===== config.mk =====
export PLATFORM = sky130hd
export DESIGN_NAME = uart_tx_sched
export DESIGN_NICKNAME = d
export VERILOG_FILES = /design/src/rtl/uart_pkg.sv /design/src/rtl/uart_rr_pick.sv /design/src/rtl/uart_tx_sched.sv
export SDC_FILE = /design/constraint.sdc
export NUM_CORES = 1
export LEC_CHECK = 0
export BUFFER_PORTS_ARGS = -buffer_cell sky130_fd_sc_hd__buf_2
export CAP_MARGIN = 15
export CORE_MARGIN = 8
export CORE_UTILIZATION = 50
export CTS_CLUSTER_SIZE = 10
export DETAILED_ROUTE_END_ITERATION = 16
export GPL_TIMING_DRIVEN = 0
export PLACE_DENSITY = 0.85
export SLEW_MARGIN = 10
export SYNTH_ARGS = -nofsm -noshare
export SYNTH_HDL_FRONTEND = slang
export SYNTH_SLANG_ARGS = --single-unit

===== constraint.sdc =====
create_clock -name clk -period 2.75 [get_ports clk]
set_input_delay 0.275 -clock clk [delete_from_list [all_inputs] [get_ports clk]]
set_output_delay 0.275 -clock clk [all_outputs]
set_load 0.05 [all_outputs]

===== src/rtl/uart_pkg.sv =====
// Shared UART package: scheduler state encoding, id width, default header tag
// and a modular-increment helper for round-robin pointers.
package uart_pkg;

  typedef enum logic [1:0] {S_IDLE, S_HDR, S_DATA} tx_sched_st_t;

  localparam int         UART_ID_W         = 3;
  localparam logic [4:0] UART_HDR_TAG_DFLT = 5'h1A;

  function automatic logic [UART_ID_W-1:0] wrap_inc(input logic [UART_ID_W-1:0] id,
                                                    input int n);
    int s;
    s = int'(id) + 1;
    if (s >= n) s = 0;
    return UART_ID_W'(s);
  endfunction

endpackage


===== src/rtl/uart_rr_pick.sv =====
// Combinational round-robin picker: first set request at or after ptr, wrapping.
// Rotate so ptr sits at bit 0, priority-encode, then rotate the index back.
module uart_rr_pick
  import uart_pkg::*;
#(
  parameter int N = 4
) (
  input  logic [N-1:0]           req,
  input  logic [UART_ID_W-1:0]   ptr,
  output logic [UART_ID_W-1:0]   idx,
  output logic                   any
);

  logic [N-1:0]         rot;
  logic [UART_ID_W-1:0] enc;
  logic                 found;

  // ptr is always < N, so a double-width shift is a true rotate
  assign rot = N'({req, req} >> ptr);
  assign any = |req;

  always_comb begin
    enc   = '0;
    found = 1'b0;
    for (int i = 0; i < N; i++) begin
      if (rot[i] && !found) begin
        enc   = UART_ID_W'(i);
        found = 1'b1;
      end
    end
  end

  always_comb begin
    int s;
    s = int'(enc) + int'(ptr);
    if (s >= N) s = s - N;
    idx = UART_ID_W'(s);
  end

endmodule


===== src/rtl/uart_tx_sched.sv =====
// Shares one UART_TX between N byte sources: packet-granular round-robin,
// optional id header byte, and a stall watchdog while a packet is granted.
module uart_tx_sched
  import uart_pkg::*;
#(
  parameter int         N       = 4,
  parameter bit         HDR_EN  = 1'b1,
  parameter logic [4:0] HDR_TAG = UART_HDR_TAG_DFLT,
  parameter int         TIMEOUT = 1024,
  parameter int         TW      = 11
) (
  input  logic                 clk,
  input  logic                 rst,
  input  logic [N-1:0]         req_vld,
  input  logic [8*N-1:0]       req_dat,
  input  logic [N-1:0]         req_last,
  output logic [N-1:0]         req_rdy,
  output logic                 tx_vld,
  output logic [7:0]           tx_dat,
  input  logic                 tx_bsy,
  output logic [UART_ID_W-1:0] gnt_id,
  output logic                 gnt_act,
  output logic                 err_to,
  output logic [UART_ID_W-1:0] err_id
);

  localparam int            MAXN     = 1 << UART_ID_W;
  localparam logic [TW-1:0] WDOG_MAX = TW'(TIMEOUT - 1);

  tx_sched_st_t         state_reg, state_next;
  logic [UART_ID_W-1:0] ptr_reg, gnt_id_reg, err_id_reg, pick_id;
  logic                 gnt_act_reg, issued_q, pick_any;
  logic [TW-1:0]        wdog_reg;

  logic [MAXN-1:0]      vld_pad, last_pad;
  logic [7:0]           dat_arr [MAXN];
  logic                 cur_vld, cur_last, can_issue, accept, wdog_hit, rdy_any;
  logic [7:0]           cur_dat;

  // Pad the requester buckets to the full id range so gnt_id can index directly
  generate
    for (genvar gi = 0; gi < MAXN; gi++) begin : g_pad
      if (gi < N) begin : g_used
        assign vld_pad[gi]  = req_vld[gi];
        assign last_pad[gi] = req_last[gi];
        assign dat_arr[gi]  = req_dat[8*gi +: 8];
      end else begin : g_unused
        assign vld_pad[gi]  = 1'b0;
        assign last_pad[gi] = 1'b0;
        assign dat_arr[gi]  = 8'h00;
      end
    end
    for (genvar gi = 0; gi < N; gi++) begin : g_rdy
      assign req_rdy[gi] = rdy_any & (gnt_id_reg == UART_ID_W'(gi));
    end
  endgenerate

  uart_rr_pick #(.N(N)) u_pick (
    .req (req_vld),
    .ptr (ptr_reg),
    .idx (pick_id),
    .any (pick_any)
  );

  assign cur_vld   = vld_pad[gnt_id_reg];
  assign cur_last  = last_pad[gnt_id_reg];
  assign cur_dat   = dat_arr[gnt_id_reg];
  // The gap after each issue gives UART_TX's registered bsy time to rise
  assign can_issue = ~tx_bsy & ~issued_q;
  assign accept    = rdy_any & cur_vld;
  assign wdog_hit  = (TIMEOUT != 0) && (state_reg == S_DATA) &&
                     (wdog_reg == WDOG_MAX) && !accept;
  assign err_to    = wdog_hit & ~rst;

  assign gnt_id  = gnt_id_reg;
  assign gnt_act = gnt_act_reg;
  assign err_id  = err_id_reg;

  always_ff @(posedge clk) begin
    if (rst) state_reg <= S_IDLE;
    else     state_reg <= state_next;
  end

  always_comb begin
    state_next = state_reg;
    case (state_reg)
      S_IDLE: if (pick_any) state_next = HDR_EN ? S_HDR : S_DATA;
      S_HDR:  if (can_issue) state_next = S_DATA;
      S_DATA: if ((accept && cur_last) || wdog_hit) state_next = S_IDLE;
      default: state_next = S_IDLE;
    endcase
  end

  always_comb begin
    tx_vld  = 1'b0;
    tx_dat  = 8'h00;
    rdy_any = 1'b0;
    case (state_reg)
      S_HDR: begin
        tx_vld = can_issue & ~rst;
        tx_dat = {HDR_TAG, gnt_id_reg};
      end
      S_DATA: begin
        rdy_any = can_issue & ~rst;
        tx_vld  = can_issue & cur_vld & ~rst;
        tx_dat  = cur_dat;
      end
      default: ;
    endcase
  end

  always_ff @(posedge clk) begin
    if (rst) begin
      ptr_reg     <= '0;
      gnt_id_reg  <= '0;
      gnt_act_reg <= 1'b0;
      err_id_reg  <= '0;
      wdog_reg    <= '0;
      issued_q    <= 1'b0;
    end else begin
      issued_q <= tx_vld;
      case (state_reg)
        S_IDLE: begin
          if (pick_any) begin
            gnt_id_reg  <= pick_id;
            gnt_act_reg <= 1'b1;
            wdog_reg    <= '0;
          end
        end
        S_DATA: begin
          if (accept) begin
            wdog_reg <= '0;
            if (cur_last) begin
              gnt_act_reg <= 1'b0;
              ptr_reg     <= wrap_inc(gnt_id_reg, N);
            end
          end else if (wdog_hit) begin
            // Abandon the packet; its remaining bytes come back as a fresh packet
            err_id_reg  <= gnt_id_reg;
            gnt_act_reg <= 1'b0;
            ptr_reg     <= wrap_inc(gnt_id_reg, N);
            wdog_reg    <= '0;
          end else if (!cur_vld) begin
            wdog_reg <= wdog_reg + TW'(1);
          end
        end
        default: ;
      endcase
    end
  end

endmodule


# After elaboration in Yosys (flattened, before gate mapping)
# Cells that the tools add are included.
[totals]
reg_bits = 24
latchBits = 0
mem_bits_rw = 0
romBits = 0
input_bits = 43
out_inout_bits = 21
elab_cells = 101
memories = 0
[op_classes]
addsub = 4
multipliers = 0
n_div = 0
n_lt_le_gt_ge = 4
n_eq_ne = 13
shift = 1
muxes = 35
bitwise_logic = 15
n_reduce_logical = 22
[op_table]
columns = ["cell", "n"]
rows = [
  ["$mux 11", 4],
  ["$bmux 8 s3", 1],
  ["$pmux 11 s2", 1],
  ["$mux 8", 2],
  ["$pmux 8 s2", 1],
  ["$mux 3", 5],
  ["$reduce_and 3->1", 4],
  ["$add 11x1->11 const B", 1],
  ["$eq 11x10->1 const B", 1],
  ["$mux 1", 11],
  ["$and 1x1->1", 10],
  ["$mux 2", 5],
  ["$ge 4x3->1 const B", 2],
  ["$shr 8x3->4", 1],
  ["$bmux 1 s3", 2],
  ["$eq 3x2->1 const B", 2],
  ["$logic_and 1x1->1", 6],
  ["$ne 2x2->1 const B", 3],
  ["$ne 3x3->1 const B", 2],
  ["$pmux 2 s3", 1],
  ["$add 2x3->4", 1],
  ["$add 3x1->4 const B", 1],
  ["$ge 4x4->1 const B", 1],
  ["$logic_not 1->1", 4],
  ["17 further kinds", 22],
]

# Logic depth before layout (Yosys ltp)
[depth]
ltp_word = 14
ltp_mapped = 12
ltp_nobuf = 11

# By module
# A second synthesis with hierarchy kept.
[unflattened]
cells_unflattened = 230
hier_area_um2 = 1914.3
[modules_own_cells]
columns = ["mod", "n_inst", "cells_each", "area_each_um2", "seq_area_each_um2"]
rows = [
  ["uart_tx_sched", 1, 201, 1681.6, 480.5],
  ["uart_rr_pick", 1, 29, 232.7, 0.0],
]

# Worst setup path before layout
# OpenSTA, ideal clock, no wires.
[synth_timing]
kind = "register to output"
startpoint = "reg gnt_id_reg[0] (netlist: gnt_id[0])"
endpoint = "out err_to"
arrival_time_ns = 2.943
slack_ns = -0.468
stages_incl_launch_ff = 7
path_buffers = 2
cell_sequence = "dfxtp_1 buf_6 mux4_2 and3_4 or4_4 buf_6 nor2_1"
[synth_via]
elab_chain_cells = 6
[synth_rtl]
columns = ["element", "line", "rtl"]
rows = [
  ["start: declaration", "uart_tx_sched.sv:31", "logic [UART_ID_W-1:0] ptr_reg, gnt_id_reg, err_id_reg, pick_id;"],
  ["start signal: assignment", "uart_tx_sched.sv:125", "gnt_id_reg <= pick_id;"],
  ["$bmux 1 s3", "uart_tx_sched.sv:65", "assign cur_vld = vld_pad[gnt_id_reg];"],
  ["$mux 1 (not written as such)", "uart_tx_sched.sv:65", ""],
  ["$and 1x1->1", "uart_tx_sched.sv:70", "assign accept = rdy_any & cur_vld;"],
  ["$logic_not 1->1", "uart_tx_sched.sv:72", "(wdog_reg == WDOG_MAX) && !accept;"],
  ["$logic_and 1x1->1", "uart_tx_sched.sv:72", ""],
  ["$and 1x1->1", "uart_tx_sched.sv:73", "assign err_to = wdog_hit & ~rst;"],
  ["end: declaration", "uart_tx_sched.sv:23", "output logic err_to,"],
]
# Every way passes these cells. The select of a mux whose other input is x is not followed.

# Worst setup path in the final report
# Same ends and word-level chain as after synthesis.

==> impl_metrics.toml <==
[setup_path]
crit_path_end_kind = "primary output"
critPathKind = "reg -> out"
cp_max_fo = 4
worstPathArrival_ns = 2.41
r2r_cells = 12
required_ns = 2.48
critPathLaunchType = "flip-flop"

[grt]
use_met1_pct = 21.10
grtUsageTotal_pct = 17.81
use_met3_pct = 2.995
busiest_layer = "met2"
grt_max_degree = 13
antenna_found_initial = 0
grt_pass1_vias = 1940
overflow = 0
grt_pass1_wl_um = 9094
grtUsageMet2_pct = 32.52

[pwr]
ir_drop_uv = 401.3
power.density_nw_per_um2 = 597.7
p_leak_nw = 1.020
total_power_mw = 1.413

[placed_design]
dp_slack_ns = 0.06961
gp_congestion = 0.7994
portBuffers = 63
dp_hpwl_um = 4316
place_area_sq_um = 2280

[route]
ant_nets = 0
drc = 0
drtIter0Drc = 197
wl_um = 5346
via_per_inst = 5.770
routedWlPerCell_um = 15.96
vias = 1933
drt_pass1_iterations = 4

[synthesis]
synthFlopType = "dfxtp_1"
synth_fp_nets = 274
synth_top_area_cell = "dfxtp_1"
synth.yosys.seq_area_share_pct = 25.35
synth_top_cell_area_share_pct = 25.35
synthCells = 219
synthArstFlopShare_pct = 0
netlist_top_cells_area = "dfxtp_1, mux2i_1, ha_1"
synth_common_cells = "dfxtp_1, nand2_1, a21oi_1, mux2i_1, inv_1"
avgSynthCellArea_sq_um = 8.656
yosys_warnings = 0
synth_most_common_cell = "dfxtp_1"
synth-edff-count = 0
yosysUniqueCellTypes = 44
syn_area_sq_um = 1896
synth_seq_cells = 24

[sta]
hold_viol = 0
slew_viol_final = 0
setup_viol = 0
fin_crit_sh_pct = 97.56
tns_ns = 0
rsz0062_at_grt = "false"
min_period_ns = 2.683
slew_headroom_pct = 41.91
setup_ws_ns = 0.06705
worst_hold_slack_ns = 0.3772
fmax_mhz = 372.7
worst_pin_slew_ns = 0.8648
fin_skew_ns = 0.007380

[hold_path]
min_path_cells = 3
hp-class = "in -> reg"

[floorplan]
die_w_um = 77.57
dieArea_sq_um = 6017
rows = 22
chipHeight_um = 77.57
core-area_sq_um = 3661
ioPinCount = 64
initial_core_util_pct = 51.78

[clocking]
path_clk_slew_ns = 0.08
clk_latency_ns = 0.26
h-tree-depth = 1
cts_inserted_buffers = 3
cts_sinks = 24
cts_hold_buf = 0
cts_tree = "done"
clockBufferDepth = 2
root_buffer = "clkbuf_8"

[layout]
layout-drive-gt1-share_pct = 34.15
largest_register_ffs = 11
syn2layout_area_growth_pct = 24.69
fin_nets = 344
final_area_sq_um = 2364
diodes = 0
n_fill_cell = 315

[outcome]
status = "complete, no violations"

[run]
drv_cap = 0
==> worst paths after layout <==
path / start / slack (ns) / to
max: gnt_id[0] / 0.07 / err_to
min: rst / 0.38 / wdog_reg[5]
max reg2reg: ptr_reg[0] / 0.16 / gnt_id[2]
min reg2reg: wdog_reg[1] / 0.49 / wdog_reg[1]
==> where the power goes <==
group	switching, mW	leakage (nW)	internal (mW)
Combinational	0.514	0.803	0.290
Clock	0.106	0.0216	0.0978
Sequential	0.0259	0.195	0.378
Total	0.646	1.02	0.766
==> final cells by class <==
class | count | area, sq um | area share (%)
multi-input cells | 169 | 1313 | 55.53
flip-flops and latches | 24 | 485.5 | 20.54
repair buffers | 65 | 339.1 | 14.35
plain buffers | 12 | 72.57 | 3.070
well taps | 48 | 60.06 | 2.541
inverters | 14 | 52.55 | 2.223
clock buffers | 3 | 41.29 | 1.747
==> layout by cell type, fill, tap and decap left out, drive strengths merged <==
cell type   n
and3b       1
nand3b      2
o311ai      1
o31ai       4
nor4        3
nand4       2
o221a       1
o32ai       6
a22o        1
a31o        2
inv        14
or3b        1
and3        8
fa          1
a21oi      15
or3         8
clkbuf     12
buf        68
nor3        4
nor3b       1
mux2i      15
mux2        1
a21o        1
nor2       13
nand3      11
or2         3
o221ai      1
o21ai       8
ha         11
nand2      18
nand4b      4
o211ai      1
nand2b      6
or4         1
a22oi       1
nor2b       3
mux4        8
dfxtp      24
a21boi      2
==> layer usage <==
layer  wire length, um  vias up
met5                 0        -
met1              2269      924
met2              2838       49
met3               177        8
li1                  -      952
met4                60        0
==> kinds of logic after synthesis <==
| family | after synthesis | share of synthesized area (%) |
|---|---|---|
| flops | 24 | 25.35 |
| mux | 24 | 18.42 |
| buf+inv | 26 | 6.073 |
| fa+ha+maj | 12 | 8.317 |
| simple gates | 89 | 26.27 |
| compound gates | 44 | 15.58 |
==> repair_timing <==
action	in CTS	in global routing
buffers inserted	2	0
endpoints found under the setup margin	1	5
cloned	0	0
resized for setup	5	10
==> per-stage QoR <==
step                std cells  utilization [%]
floorplan                 219                -
CTS                       335            64.18
finish                    335            64.56
global route              335            64.56
detailed placement        330            62.27
global placement          330            62.27
==> worst max-delay path: stages, from the launching register on <==
cell	delay, ns
dfxtp_4	0.38
buf_8	0.10
mux4_2	0.53
and3_4	0.21
or4_4	0.54
buf_6	0.15
nor2_4	0.08
buf_6	0.16
Note: power is estimated with default switching activity, not from simulation.
